File: src/rtl/mem_access_ctrl_pkg.sv
// Shared encodings for the MEM-stage access controller: op codes, FSM states,
// big-endian byte-lane selects and reset/write constants.
package mem_access_ctrl_pkg;

    typedef enum logic [3:0] {
        OP_NONE = 4'd0,
        OP_LB   = 4'd1,
        OP_LBU  = 4'd2,
        OP_LH   = 4'd3,
        OP_LHU  = 4'd4,
        OP_LW   = 4'd5,
        OP_SB   = 4'd6,
        OP_SH   = 4'd7,
        OP_SW   = 4'd8
    } mem_op_e;

    typedef enum logic {
        ST_IDLE = 1'b0,
        ST_BUSY = 1'b1
    } state_e;

    localparam logic [3:0]  SEL_B0    = 4'b1000;
    localparam logic [3:0]  SEL_B1    = 4'b0100;
    localparam logic [3:0]  SEL_B2    = 4'b0010;
    localparam logic [3:0]  SEL_B3    = 4'b0001;
    localparam logic [3:0]  SEL_H0    = 4'b1100;
    localparam logic [3:0]  SEL_H1    = 4'b0011;
    localparam logic [3:0]  SEL_W     = 4'b1111;
    localparam logic [3:0]  SEL_NONE  = 4'b0000;
    localparam logic [31:0] ZERO_WORD = 32'h0000_0000;
    localparam logic [4:0]  REG_ZERO  = 5'd0;
    localparam logic        RST_LVL   = 1'b1;
    localparam logic        WE_WRITE  = 1'b1;
    localparam logic        WE_READ   = 1'b0;

    // Big-endian: byte offset 0 lives in bits 31:24.
    function automatic logic [3:0] byte_sel(input logic [1:0] a);
        logic [3:0] s;
        case (a)
            2'b00:   s = SEL_B0;
            2'b01:   s = SEL_B1;
            2'b10:   s = SEL_B2;
            default: s = SEL_B3;
        endcase
        return s;
    endfunction

endpackage

File: src/rtl/mem_access_ctrl_load_align.sv
// Selects the addressed byte/halfword of a big-endian read word and
// sign- or zero-extends it according to the load op. Purely combinational.
module mem_access_ctrl_load_align
    import mem_access_ctrl_pkg::*;
(
    input  logic [3:0]  op,
    input  logic [1:0]  addr_lo,
    input  logic [31:0] rdata,
    output logic [31:0] data
);

    logic [7:0]  b;
    logic [15:0] h;

    always_comb begin
        case (addr_lo)
            2'b00:   b = rdata[31:24];
            2'b01:   b = rdata[23:16];
            2'b10:   b = rdata[15:8];
            default: b = rdata[7:0];
        endcase
        h = addr_lo[1] ? rdata[15:0] : rdata[31:16];

        case (op)
            OP_LB:   data = {{24{b[7]}}, b};
            OP_LBU:  data = {24'h000000, b};
            OP_LH:   data = {{16{h[15]}}, h};
            OP_LHU:  data = {16'h0000, h};
            default: data = rdata;
        endcase
    end

endmodule

File: src/rtl/mem_access_ctrl.sv
// MEM stage: forwards ALU results to write-back, or runs a req/ack bus access
// for loads/stores while stalling upstream, with alignment and timeout checks.
module mem_access_ctrl
    import mem_access_ctrl_pkg::*;
#(
    parameter int unsigned TIMEOUT = 15
) (
    input  logic        clk,
    input  logic        rst,
    input  logic [4:0]  mem_wd,
    input  logic        mem_wreg,
    input  logic [31:0] mem_wdata,
    input  logic [3:0]  mem_op,
    input  logic [31:0] mem_addr,
    input  logic [31:0] mem_store_data,
    output logic        stall_req,
    output logic        bus_req,
    output logic        bus_we,
    output logic [31:0] bus_addr,
    output logic [3:0]  bus_sel,
    output logic [31:0] bus_wdata,
    input  logic [31:0] bus_rdata,
    input  logic        bus_ack,
    output logic [4:0]  wb_wd,
    output logic        wb_wreg,
    output logic [31:0] wb_wdata,
    output logic        addr_err,
    output logic        bus_err
);

    localparam logic [7:0] CNT_LAST = 8'(TIMEOUT - 1);

    state_e      state_q, state_d;
    logic [7:0]  cnt_q, cnt_d;
    logic        bus_req_q, bus_req_d, bus_we_q, bus_we_d;
    logic [31:0] bus_addr_q, bus_addr_d, bus_wdata_q, bus_wdata_d;
    logic [3:0]  bus_sel_q, bus_sel_d;
    logic [4:0]  wb_wd_q, wb_wd_d;
    logic        wb_wreg_q, wb_wreg_d;
    logic [31:0] wb_wdata_q, wb_wdata_d;
    logic        addr_err_q, addr_err_d, bus_err_q, bus_err_d;

    logic        is_mem, is_load, misalign;
    logic [3:0]  sel_c;
    logic [31:0] wdata_c, load_data;

    mem_access_ctrl_load_align u_load_align (
        .op      (mem_op),
        .addr_lo (mem_addr[1:0]),
        .rdata   (bus_rdata),
        .data    (load_data)
    );

    always_comb begin
        is_mem   = 1'b1;
        is_load  = 1'b0;
        misalign = 1'b0;
        sel_c    = SEL_NONE;
        wdata_c  = ZERO_WORD;
        case (mem_op)
            OP_LB, OP_LBU: begin
                is_load = 1'b1;
                sel_c   = byte_sel(mem_addr[1:0]);
            end
            OP_LH, OP_LHU: begin
                is_load  = 1'b1;
                misalign = mem_addr[0];
                sel_c    = mem_addr[1] ? SEL_H1 : SEL_H0;
            end
            OP_LW: begin
                is_load  = 1'b1;
                misalign = |mem_addr[1:0];
                sel_c    = SEL_W;
            end
            OP_SB: begin
                sel_c   = byte_sel(mem_addr[1:0]);
                wdata_c = {4{mem_store_data[7:0]}};
            end
            OP_SH: begin
                misalign = mem_addr[0];
                sel_c    = mem_addr[1] ? SEL_H1 : SEL_H0;
                wdata_c  = {2{mem_store_data[15:0]}};
            end
            OP_SW: begin
                misalign = |mem_addr[1:0];
                sel_c    = SEL_W;
                wdata_c  = mem_store_data;
            end
            default: is_mem = 1'b0;
        endcase
    end

    always_comb begin
        state_d     = state_q;
        cnt_d       = cnt_q;
        bus_req_d   = bus_req_q;
        bus_we_d    = bus_we_q;
        bus_addr_d  = bus_addr_q;
        bus_sel_d   = bus_sel_q;
        bus_wdata_d = bus_wdata_q;
        wb_wd_d     = wb_wd_q;
        wb_wreg_d   = wb_wreg_q;
        wb_wdata_d  = wb_wdata_q;
        addr_err_d  = 1'b0;
        bus_err_d   = 1'b0;
        stall_req   = 1'b0;
        case (state_q)
            ST_IDLE: begin
                if (!is_mem) begin
                    wb_wd_d    = mem_wd;
                    wb_wreg_d  = mem_wreg;
                    wb_wdata_d = mem_wdata;
                end else if (misalign) begin
                    wb_wreg_d  = 1'b0;
                    addr_err_d = 1'b1;
                end else begin
                    stall_req   = 1'b1;
                    bus_req_d   = 1'b1;
                    bus_we_d    = is_load ? WE_READ : WE_WRITE;
                    bus_addr_d  = {mem_addr[31:2], 2'b00};
                    bus_sel_d   = sel_c;
                    bus_wdata_d = wdata_c;
                    cnt_d       = 8'd0;
                    wb_wreg_d   = 1'b0;
                    state_d     = ST_BUSY;
                end
            end
            ST_BUSY: begin
                // Ack is tested first so it wins over a coincident timeout.
                if (bus_ack) begin
                    bus_req_d = 1'b0;
                    state_d   = ST_IDLE;
                    if (is_load) begin
                        wb_wd_d    = mem_wd;
                        wb_wreg_d  = mem_wreg;
                        wb_wdata_d = load_data;
                    end else begin
                        wb_wreg_d = 1'b0;
                    end
                end else if (cnt_q == CNT_LAST) begin
                    bus_req_d = 1'b0;
                    bus_err_d = 1'b1;
                    wb_wreg_d = 1'b0;
                    state_d   = ST_IDLE;
                end else begin
                    stall_req = 1'b1;
                    wb_wreg_d = 1'b0;
                    cnt_d     = cnt_q + 8'd1;
                end
            end
            default: state_d = ST_IDLE;
        endcase
    end

    always_ff @(posedge clk) begin
        if (rst == RST_LVL) begin
            state_q     <= ST_IDLE;
            cnt_q       <= 8'd0;
            bus_req_q   <= 1'b0;
            bus_we_q    <= 1'b0;
            bus_addr_q  <= ZERO_WORD;
            bus_sel_q   <= SEL_NONE;
            bus_wdata_q <= ZERO_WORD;
            wb_wd_q     <= REG_ZERO;
            wb_wreg_q   <= 1'b0;
            wb_wdata_q  <= ZERO_WORD;
            addr_err_q  <= 1'b0;
            bus_err_q   <= 1'b0;
        end else begin
            state_q     <= state_d;
            cnt_q       <= cnt_d;
            bus_req_q   <= bus_req_d;
            bus_we_q    <= bus_we_d;
            bus_addr_q  <= bus_addr_d;
            bus_sel_q   <= bus_sel_d;
            bus_wdata_q <= bus_wdata_d;
            wb_wd_q     <= wb_wd_d;
            wb_wreg_q   <= wb_wreg_d;
            wb_wdata_q  <= wb_wdata_d;
            addr_err_q  <= addr_err_d;
            bus_err_q   <= bus_err_d;
        end
    end

    assign bus_req   = bus_req_q;
    assign bus_we    = bus_we_q;
    assign bus_addr  = bus_addr_q;
    assign bus_sel   = bus_sel_q;
    assign bus_wdata = bus_wdata_q;
    assign wb_wd     = wb_wd_q;
    assign wb_wreg   = wb_wreg_q;
    assign wb_wdata  = wb_wdata_q;
    assign addr_err  = addr_err_q;
    assign bus_err   = bus_err_q;

endmodule

File: config.mk
export PLATFORM = sky130hd
export DESIGN_NAME = mem_access_ctrl
export DESIGN_NICKNAME = d
export VERILOG_FILES = /design/src/rtl/mem_access_ctrl_pkg.sv /design/src/rtl/mem_access_ctrl_load_align.sv /design/src/rtl/mem_access_ctrl.sv
export SDC_FILE = /design/constraint.sdc
export NUM_CORES = 1
export LEC_CHECK = 0
export ABC_AREA = 0
export CAP_MARGIN = 30
export CORE_MARGIN = 2
export CORE_UTILIZATION = 46
export DETAILED_ROUTE_END_ITERATION = 12
export PLACE_DENSITY_LB_ADDON = 0.15
export SETUP_SLACK_MARGIN = 0.4
export SLEW_MARGIN = 15
export SYNTH_ARGS = -nofsm -noshare
export SYNTH_HDL_FRONTEND = slang
export SYNTH_HIERARCHICAL = 1
export SYNTH_SLANG_ARGS = --single-unit
File: constraint.sdc
create_clock -name clk -period 3.3 [get_ports clk]
set_clock_uncertainty 0.05 [all_clocks]
set_input_delay 0.66 -clock clk [delete_from_list [all_inputs] [get_ports clk]]
set_output_delay 0.66 -clock clk [all_outputs]
set_load 0.01 [all_outputs]
# After elaboration in Yosys (flattened, before gate mapping)
# Cells that the tools add are included.
[classes] n_addsub=1 n_eq_ne=19 muxes=40 bitwise_logic=3 n_reduce_logical=13
[op_table] operator="one-hot mux 32 bit (4 select lines)" count=1
[op_table] operator="two-way mux 32 bit" count=3
[op_table] operator="one-hot mux 32 bit (3 select lines)" count=1
[op_table] operator="one-hot mux 32 bit (2 select lines)" count=1
[op_table] operator="two-way mux 8 bit" count=4
[op_table] operator="one-hot mux 4 bit (3 select lines)" count=2
[op_table] operator="one-hot mux 8 bit (3 select lines)" count=1
[op_table] operator="equality test 4 x 3 -> 1 bit (second input constant)" count=4
[op_table] operator="two-way mux 1 bit" count=16
[op_table] operator="two-way mux 16 bit" count=1
[op_table] operator="one-hot mux 8 bit (2 select lines)" count=1
[op_table] operator="two-way mux 5 bit" count=3
[op_table] operator="!= test 2 bit (second input constant)" count=6
[op_table] operator="OR reduction 3 bit" count=4
[op_table] operator="one-hot mux 5 bit (2 select lines)" count=1
[op_table] operator="AND reduction 3 bit" count=3
[op_table] operator="adder 8 x 1 -> 8 bit (second input constant)" count=1
[op_table] operator="equality test 4 x 2 -> 1 bit (second input constant)" count=2
[op_table] operator="equality test 8 x 4 -> 1 bit (second input constant)" count=1
[op_table] operator="one-hot mux 1 bit (2 select lines)" count=4
[op_table] operator="OR reduction 8 bit" count=1
[op_table] operator="OR reduction 5 bit" count=1
[op_table] operator="equality test 4 x 1 -> 1 bit (second input constant)" count=1
[op_table] operator="equality test 4 bit (second input constant)" count=1
[op_table] operator="9 further kinds" count=12
[totals] reg_bits=117 in_bits=141 out_inout_bits=111 wordCells=88

# Longest topological paths before layout
# Gate-level depths: netlist (run 1).
[logic_depth] word_depth=6 ltp_mapped=8 depth_no_buf=6

# Hierarchy
# The synthesis (run 1) kept the hierarchy.
[modules_own_cells] mod="mem_access_ctrl" instances=1 cells_per_inst=570 area_per_inst_um2=4971.0 seq_area_each_um2=2342.2
[modules_own_cells] mod="mem_access_ctrl_load_align" instances=1 cells_per_inst=88 area_per_inst_um2=902.1 seq_area_each_um2=0.0

# Least setup slack after synthesis (run 1)
# Ideal clock, no wire load.
[synth_path] path_type="input to output" start="input port mem_op[2]" end="output port stall_req" arrival_ps=1623 required_time_ps=2590 path_slack_ps=967 stages=5 path_buffers=1 cell_sequence="buf_2 o31a_1 nor3_4 nand3_2 nand2_1"
[synth_via] elab_chain_len=6 elab_cells_between_ends=16 classes_between="eq/ne: 8; mux: 5; reduce/logical: 3"
[synth_rtl] item="from (decl)" line_no="mem_access_ctrl.sv:13" rtl="input logic [3:0] mem_op,"
[synth_rtl] item="equality test 4 x 3 -> 1 bit (tied with other cells)" line_no="mem_access_ctrl.sv:60" rtl="case (mem_op)"
[synth_rtl] item="OR reduction 3 bit (no source line) / OR reduction 2 bit (equally long branches)"
[synth_rtl] item="one-hot mux 1 bit (2 select lines)" line_no="mem_access_ctrl.sv:60"
[synth_rtl] item="two-way mux 1 bit" line_no="mem_access_ctrl.sv:113" rtl="end else if (misalign) begin"
[synth_rtl] item="two-way mux 1 bit (*)" line_no="mem_access_ctrl.sv:109" rtl="if (!is_mem) begin"
[synth_rtl] item="one-hot mux 1 bit (2 select lines) (*)" line_no="mem_access_ctrl.sv:107" rtl="case (state_q)"
[synth_rtl] item="to (decl)" line_no="mem_access_ctrl.sv:16" rtl="output logic stall_req,"
# Every way passes the cells marked *; elsewhere a longest branch is shown, timed or not.

# Worst setup path after layout (run 1)
[layout_path] start="input port bus_ack" end="output port stall_req"
[layout_via] elab_chain_len=2
[layout_rtl] item="from (decl)" line_no="mem_access_ctrl.sv:23" rtl="input logic bus_ack,"
[layout_rtl] item="two-way mux 1 bit" line_no="mem_access_ctrl.sv:130" rtl="if (bus_ack) begin"
[layout_rtl] item="one-hot mux 1 bit (2 select lines)" line_no="mem_access_ctrl.sv:107"
# No other way between the ends.

==> results of run 1 <==
[kinds of logic (layout without fill, tap and decap cells)]
family	after synthesis	count (layout)	share of synthesized area, %
adder cells (fa/ha/maj)	2	2	0.426
multiplexers	69	69	14.0
buffers and inverters	66	309	5.90
other	1	4	0.0639
XOR/XNOR	1	1	0.149
AO/OA/AOI/OAI	165	165	21.0
AND/OR/NAND/NOR	237	237	18.6
flip-flops	117	117	39.9
[how the worst max path moves through the flow]
| stage | slack [ns] | from | to |
|---|---|---|---|
| finish | 0.45 | bus_ack | stall_req |
| global route | 0.40 | bus_ack | stall_req |
| CTS | 0.44 | mem_addr[0] | stall_req |
| detailed placement | 0.06 | mem_op[1] | stall_req |
| global placement | 0.13 | mem_op[0] | stall_req |
| floorplan | 0.97 | mem_op[2] | stall_req |
[power breakdown]
part	switching, mW	internal, mW	leakage [nW]	total (mW)
clock	0.664	1.27	0.309	1.93
combinational	0.513	0.593	2.10	1.11
sequential	0.0728	1.54	0.963	1.62
total	1.25	3.40	3.38	4.65
[final cells by class]
type | instances | area [um2]
fill | 970 | 3410
multi-input combinational | 476 | 3200
timing repair buffer | 272 | 2700
sequential | 117 | 2340
clock buffer | 21 | 480
tap | 172 | 215
clock inverter | 11 | 148
inverter | 5 | 18.8
antenna | 2 | 5.00
[metrics by stage]
step	std cells	worst slack (ns)	power (mW)	area, um2	hold WS [ns]
3_5_place_dp	1041	0.0567	2.75	8470	0.393
6_report	1076	0.455	4.65	9110	0.400
3_3_place_gp	1040	0.131	2.72	8460	0.392
4_1_cts	1073	0.437	4.68	9090	0.401
5_1_grt	1075	0.400	4.84	9100	0.421
2_1_floorplan	659	0.967	2.19	5880	0.401
[worst reg2reg max path: cells and delay by family, from the launching register on]
family / cells / cell delay (ns)
buf+inv: 2 / 0.77
compound gates: 1 / 0.12
mux: 1 / 0.23
flops: 1 / 0.42
simple gates: 1 / 0.06
[cells in the final DEF, fill, tap and decap left out, drive strengths merged, types with 2 or more instances in the layout]
| cell | netlist | routed |
|---|---|---|
| o21ai | 9 | 9 |
| nand2 | 77 | 77 |
| conb | 1 | 2 |
| a211oi | 35 | 35 |
| and2 | 2 | 2 |
| a221o | 16 | 16 |
| clkdlybuf4s50 | 0 | 241 |
| ha | 2 | 2 |
| clkinv | 0 | 6 |
| buf | 38 | 24 |
| a21oi | 53 | 53 |
| dlygate4sd2 | 0 | 6 |
| mux2i | 37 | 37 |
| or2 | 6 | 6 |
| nand3 | 24 | 24 |
| mux4 | 8 | 8 |
| nor2 | 72 | 72 |
| nor4 | 2 | 2 |
| mux2 | 24 | 24 |
| dfxtp | 117 | 117 |
| clkbuf | 23 | 21 |
| and3 | 10 | 10 |
| inv | 5 | 6 |
| a311oi | 4 | 4 |
| nand3b | 2 | 2 |
| diode | 0 | 2 |
| a31oi | 2 | 2 |
| a221oi | 24 | 24 |
| o2bb2ai | 16 | 16 |
| nor2b | 2 | 2 |
| bufinv | 0 | 3 |
| nor3 | 31 | 31 |
| nand2b | 3 | 3 |
[flip-flops by register name, indices dropped and copies added (netlist names), 4 cells and up]
signal / count
cnt_q: 8
bus_addr: 30
wb_wdata: 32
wb_wd: 5
bus_sel: 4
bus_wdata: 32
[timing repair]
item / in CTS / in global routing
endpoints found under the setup margin: 1 / 2
setup buffers: 0 / 0
cloned: 0 / 0
resized for setup: 7 / 1
[routing by layer]
metal | vias to the layer above | share of wire (%) | track usage, %
li1 | 2894 | - | -
met1 | 2796 | 41 | 31.4
met2 | 246 | 49 | 44.1
met3 | 32 | 7.6 | 7.26
met4 | 0 | 2.6 | 11.8
met5 | - | 0 | 0
==> metrics.txt, run 1 <==
result of the run finished, final reports clean; starting utilization of the core area between 40% and 50%; number of synthesized flops with an enable pin 0; number of pins exceeding their max-slew limit in the final report 0; largest net degree at the start of global routing 73; number of register bits inferred by synthesis ~120; share of final-layout standard cells stronger than drive strength 1 approximately an eighth; wire length of the first global-routing pass 28100 um; startpoint type of the worst setup path primary input; core area approximately 0.013 mm2; unrepaired setup endpoints after global routing false; slowest stage cell, crit path sky130_fd_sc_hd__clkdlybuf4s50_1; number of buffers inserted by hold repair at cts 0; clock-pin slew on the worst setup and hold paths 0.05 ns; Worst path top cell family by delay buffers and inverters; overall overflow remaining after global route 0; Post-DRT Antenna Nets 0; Hold Crit Depth 2; worst hold endpoint bus_wdata[2]; buffer levels on the longest clock path 2; worst skew pair latency 0.41 ns; upper clock frequency limit 0.351 GHz; fraction of registers with async set/reset 0%; Sum Neg Setup Slack 0 ns; Cell Area, Synth between 0.005 and 0.006 mm2; Die Outline Area approximately 0.014 mm2; kind of end point of the critical path primary output; largest fanout of any net on the critical path 6; Pre-antenna DRT Iters 5; Max stage delay on crit path between 0.5 and 0.6 ns; fin crit period roughly 2.8 ns; hold path startpoint bus_wdata[2]; number of DRC markers after the initial detailed-route iteration 357; category of the most critical setup path primary input to primary output; number of distinct library cells after synthesis 54; port bufs 249; part of the cycle the worst path needs 86.2%; number of logic stages on the critical path including buffering 5; Most common cell on crit path sky130_fd_sc_hd__nand2b_1; count of maximum capacitance violations 0; class of the worst hold path flop to flop; Root Driver sky130_fd_sc_hd__clkbuf_16; WP data required approximately 2.6 ns; area share of the largest cell type after synthesis about two fifths; number of CTS-inserted buffers 17; synthesized instance count around 660; Area Overhead vs Synth 55.1%; cell types occupying the most area after synthesis sky130_fd_sc_hd__dfxtp_1 40%, sky130_fd_sc_hd__mux2i_1 6.3%, sky130_fd_sc_hd__nand2_1 4.9%, sky130_fd_sc_hd__nor2_1 4.6%, sky130_fd_sc_hd__mux2_2 4.6%; reg-to-reg endpoint wb_wd[3]; per-cell routed wire length 17.2 um; Final setup viols 0; vias after detailed routing just under 6k; standby leakage power 3.38 nW; TritonCTS sink count roughly 120; Avg Vias per Cell 5.55; global router's overall resource usage between 20% and 30%; clock tree from TritonCTS done; depth of the worst register-to-register path 5; final estimated routing congestion in global placement between 0.8 and 0.9; worst slew slack as a fraction of its limit between 30% and 40%; worst path bufs/invs 2; antenna violations before repair 2; power density relative to cell area 511 mW/mm2; WP data arrival between 2 and 2.5 ns; worst-path cell chain clkdlybuf4s50_1, nand2b_1, nand2b_1, nand2_1, dlygate4sd2_1; cell type contributing the most total cell area after synthesis sky130_fd_sc_hd__dfxtp_1; Most used DFF post-synth sky130_fd_sc_hd__dfxtp_1; number of global-route vias before repair between 5k and 6k; register-to-register setup slack between 1.5 and 2 ns; number of H-tree levels 4; std cell rows a little over 40; Post-DP HPWL 13200 um; Ports between 200 and 300; count of final hold-check violations 0; register area share after synthesis approximately 40%; Die Span X 117 um; per-instance average area after synthesis 8.93 um2; maximum vdd ir drop roughly 0.36 mV; Least-Margin Pin Slew 0.898 ns; number of warning messages in the yosys log 6; Crit Reg-Reg Startpoint state_q; top post-synthesis cells by count 117 x sky130_fd_sc_hd__dfxtp_1, 77 x sky130_fd_sc_hd__nand2_1, 72 x sky130_fd_sc_hd__nor2_1; most frequently used cell type in the post-synthesis netlist sky130_fd_sc_hd__dfxtp_1; share of the core filled with cells in the final layout about 73%; drc violations 0; Vert. Die Dim 117 um; Routed WL about 18000 um; final net count between 1k and 1.5k
(Power assumes the default switching activity.)
==> run 2, diff against run 1 <==
- CORE_UTILIZATION: 46 -> 47
- CTS_BUF_LIST: not set -> sky130_fd_sc_hd__clkbuf_8
==> metrics.txt, run 2 (synthesis gave the netlist of run 1 again) <==
result of the run finished, final reports clean; worst slew slack as a fraction of its limit between 30% and 40%; port bufs 249; starting utilization of the core area between 40% and 50%; Die Outline Area around 0.013 mm2; startpoint type of the worst setup path primary input; total of fill cells in the finished design around 940; reg-to-reg endpoint bus_addr[26]; Final setup viols 0; final estimated routing congestion in global placement between 0.8 and 0.9; Power, Total approximately 4.0 mW; share of the core filled with cells in the final layout between 70% and 80%; Hold Crit Depth 2; share of final-layout standard cells stronger than drive strength 1 about 12%; WP data arrival 2.11 ns; Post-DRT Antenna Nets 0; number of pins exceeding their max-slew limit in the final report 0; kind of end point of the critical path primary output; Area Overhead vs Synth 51.2%; most used cells in the layout excluding fill and tap cells 242 x sky130_fd_sc_hd__clkdlybuf4s50_1, 116 x sky130_fd_sc_hd__dfxtp_1, 77 x sky130_fd_sc_hd__nand2_1; hold path startpoint bus_wdata[3]; global router's overall resource usage 28.6%; final net count between 1k and 1.5k; Ports approximately 250; part of the cycle the worst path needs roughly 86%; number of CTS-inserted buffers 17; unrepaired setup endpoints after global routing false; category of the most critical setup path primary input to primary output; Post-DP HPWL around 14000 um; post-route worst hold slack slightly above 0.4 ns; filler-free cell count of the finished design 1071; power density relative to cell area roughly 450 mW/mm2; count of final hold-check violations 0; Max stage delay on crit path about 0.6 ns; class of the worst hold path flop to flop; count of maximum capacitance violations 0; Pre-antenna DRT Iters 6; number of H-tree levels 4; WP data required roughly 2.6 ns; worst-path cell chain clkdlybuf4s50_1, nand4b_1, a31o_2, nand3_2, nand2_1, dlygate4sd2_1; buffer levels on the longest clock path 2; depth of the worst register-to-register path 6; antenna violations before repair 2; fin crit period around 2.8 ns; clock tree from TritonCTS done; drc violations 0; TritonCTS sink count 117; Least-Margin Pin Slew 0.940 ns; worst hold endpoint bus_wdata[3]; largest fanout of any net on the critical path 6; instance count after placement with tap cells included roughly 1.0k; wire length of the first global-routing pass ~30000 um; upper clock frequency limit between 0.3 and 0.4 GHz; standby leakage power 3.27 nW; vias after detailed routing 6103; std cell rows 40; core area 0.0121 mm2; per-cell routed wire length around 18 um; Routed WL about 19000 um; Sum Neg Setup Slack 0 ns; slowest stage cell, crit path sky130_fd_sc_hd__clkdlybuf4s50_1; Crit Reg-Reg Startpoint state_q; Vert. Die Dim 116 um; clock-pin slew on the worst setup and hold paths roughly 0.070 ns; largest net degree at the start of global routing 73; Root Driver sky130_fd_sc_hd__clkbuf_8; Avg Vias per Cell roughly 5.7; overall overflow remaining after global route 0; most frequent standard cell in the layout excluding fill and tap cells sky130_fd_sc_hd__clkdlybuf4s50_1; number of buffers inserted by hold repair at cts 0; number of global-route vias before repair ~5.9k; register-to-register setup slack 1.40 ns; maximum vdd ir drop between 0.2 and 0.25 mV; Die Span X 116 um; worst skew pair latency 0.43 ns; number of DRC markers after the initial detailed-route iteration 476
run 2: changes by cell type in the layout (fill, tap and decap cells not counted), sizes merged:
| cell | change |
|---|---|
| inv | +3 |
| bufinv | -1 |
| clkinvlp | +2 |
| diode | -1 |
| clkdlybuf4s50 | +1 |
| clkbuf | -4 |
| dlygate4sd2 | -1 |
run 2: critical path: cells and delay by family:
kind	cells	cell delay, ns
and+or+nand+nor	3	0.27
buffers and inverters	2	0.91
AOI/OAI and AO/OA	1	0.26
run 2: final cells by class:
| class | instances | area, um2 | area share (%) |
|---|---|---|---|
| antenna | 1 | 2.50 | 0.0282 |
| clock buffer | 17 | 234 | 2.64 |
| clock inverter | 15 | 158 | 1.78 |
| inverter | 5 | 18.8 | 0.211 |
| multi-input combinational | 476 | 3200 | 36.1 |
| sequential | 117 | 2340 | 26.4 |
| tap | 168 | 210 | 2.37 |
| timing repair buffer | 272 | 2710 | 30.5 |
run 2: repair_timing:
item	in CTS	in global routing
pin swaps	0	0
setup buffers	0	0
cloned	0	0
gates resized for setup	6	1
hold endpoints to repair	0	0
endpoints found under the setup margin	1	1
run 2: routing by layer:
layer,vias up,global-route usage (%),routed length [um]
li1,2883,-,-
met3,54,7.79,1520
met4,2,13.2,704
met5,-,0,11
met1,2860,33.8,7580
met2,304,48.6,9600
run 2: through the flow:
| stage | worst slack, ns | instance area (um2) |
|---|---|---|
| after CTS | 0.413 | 8870 |
| after global routing | 0.401 | 8880 |
| after global placement | 0.127 | 8480 |
| after floorplan | 0.967 | 5880 |
| after detailed placement | 0.0807 | 8480 |
| final | 0.475 | 8880 |
run 2: worst max path at each step:
stage,startpoint,depth (start not counted),to,slack [ns]
2_1_floorplan,mem_op[2],5,stall_req,0.97
3_3_place_gp,mem_op[2],7,stall_req,0.13
3_5_place_dp,mem_op[1],7,stall_req,0.08
4_1_cts,mem_addr[0],6,stall_req,0.41
5_1_grt,mem_addr[1],6,stall_req,0.40
6_report,mem_addr[1],6,stall_req,0.48
run 2: report_power, final:
| part | internal (mW) | switching [mW] | leakage, nW |
|---|---|---|---|
| sequential | 1.54 | 0.0746 | 0.963 |
| combinational | 0.596 | 0.520 | 2.11 |
| clock | 0.675 | 0.632 | 0.194 |
| total | 2.81 | 1.23 | 3.27 |
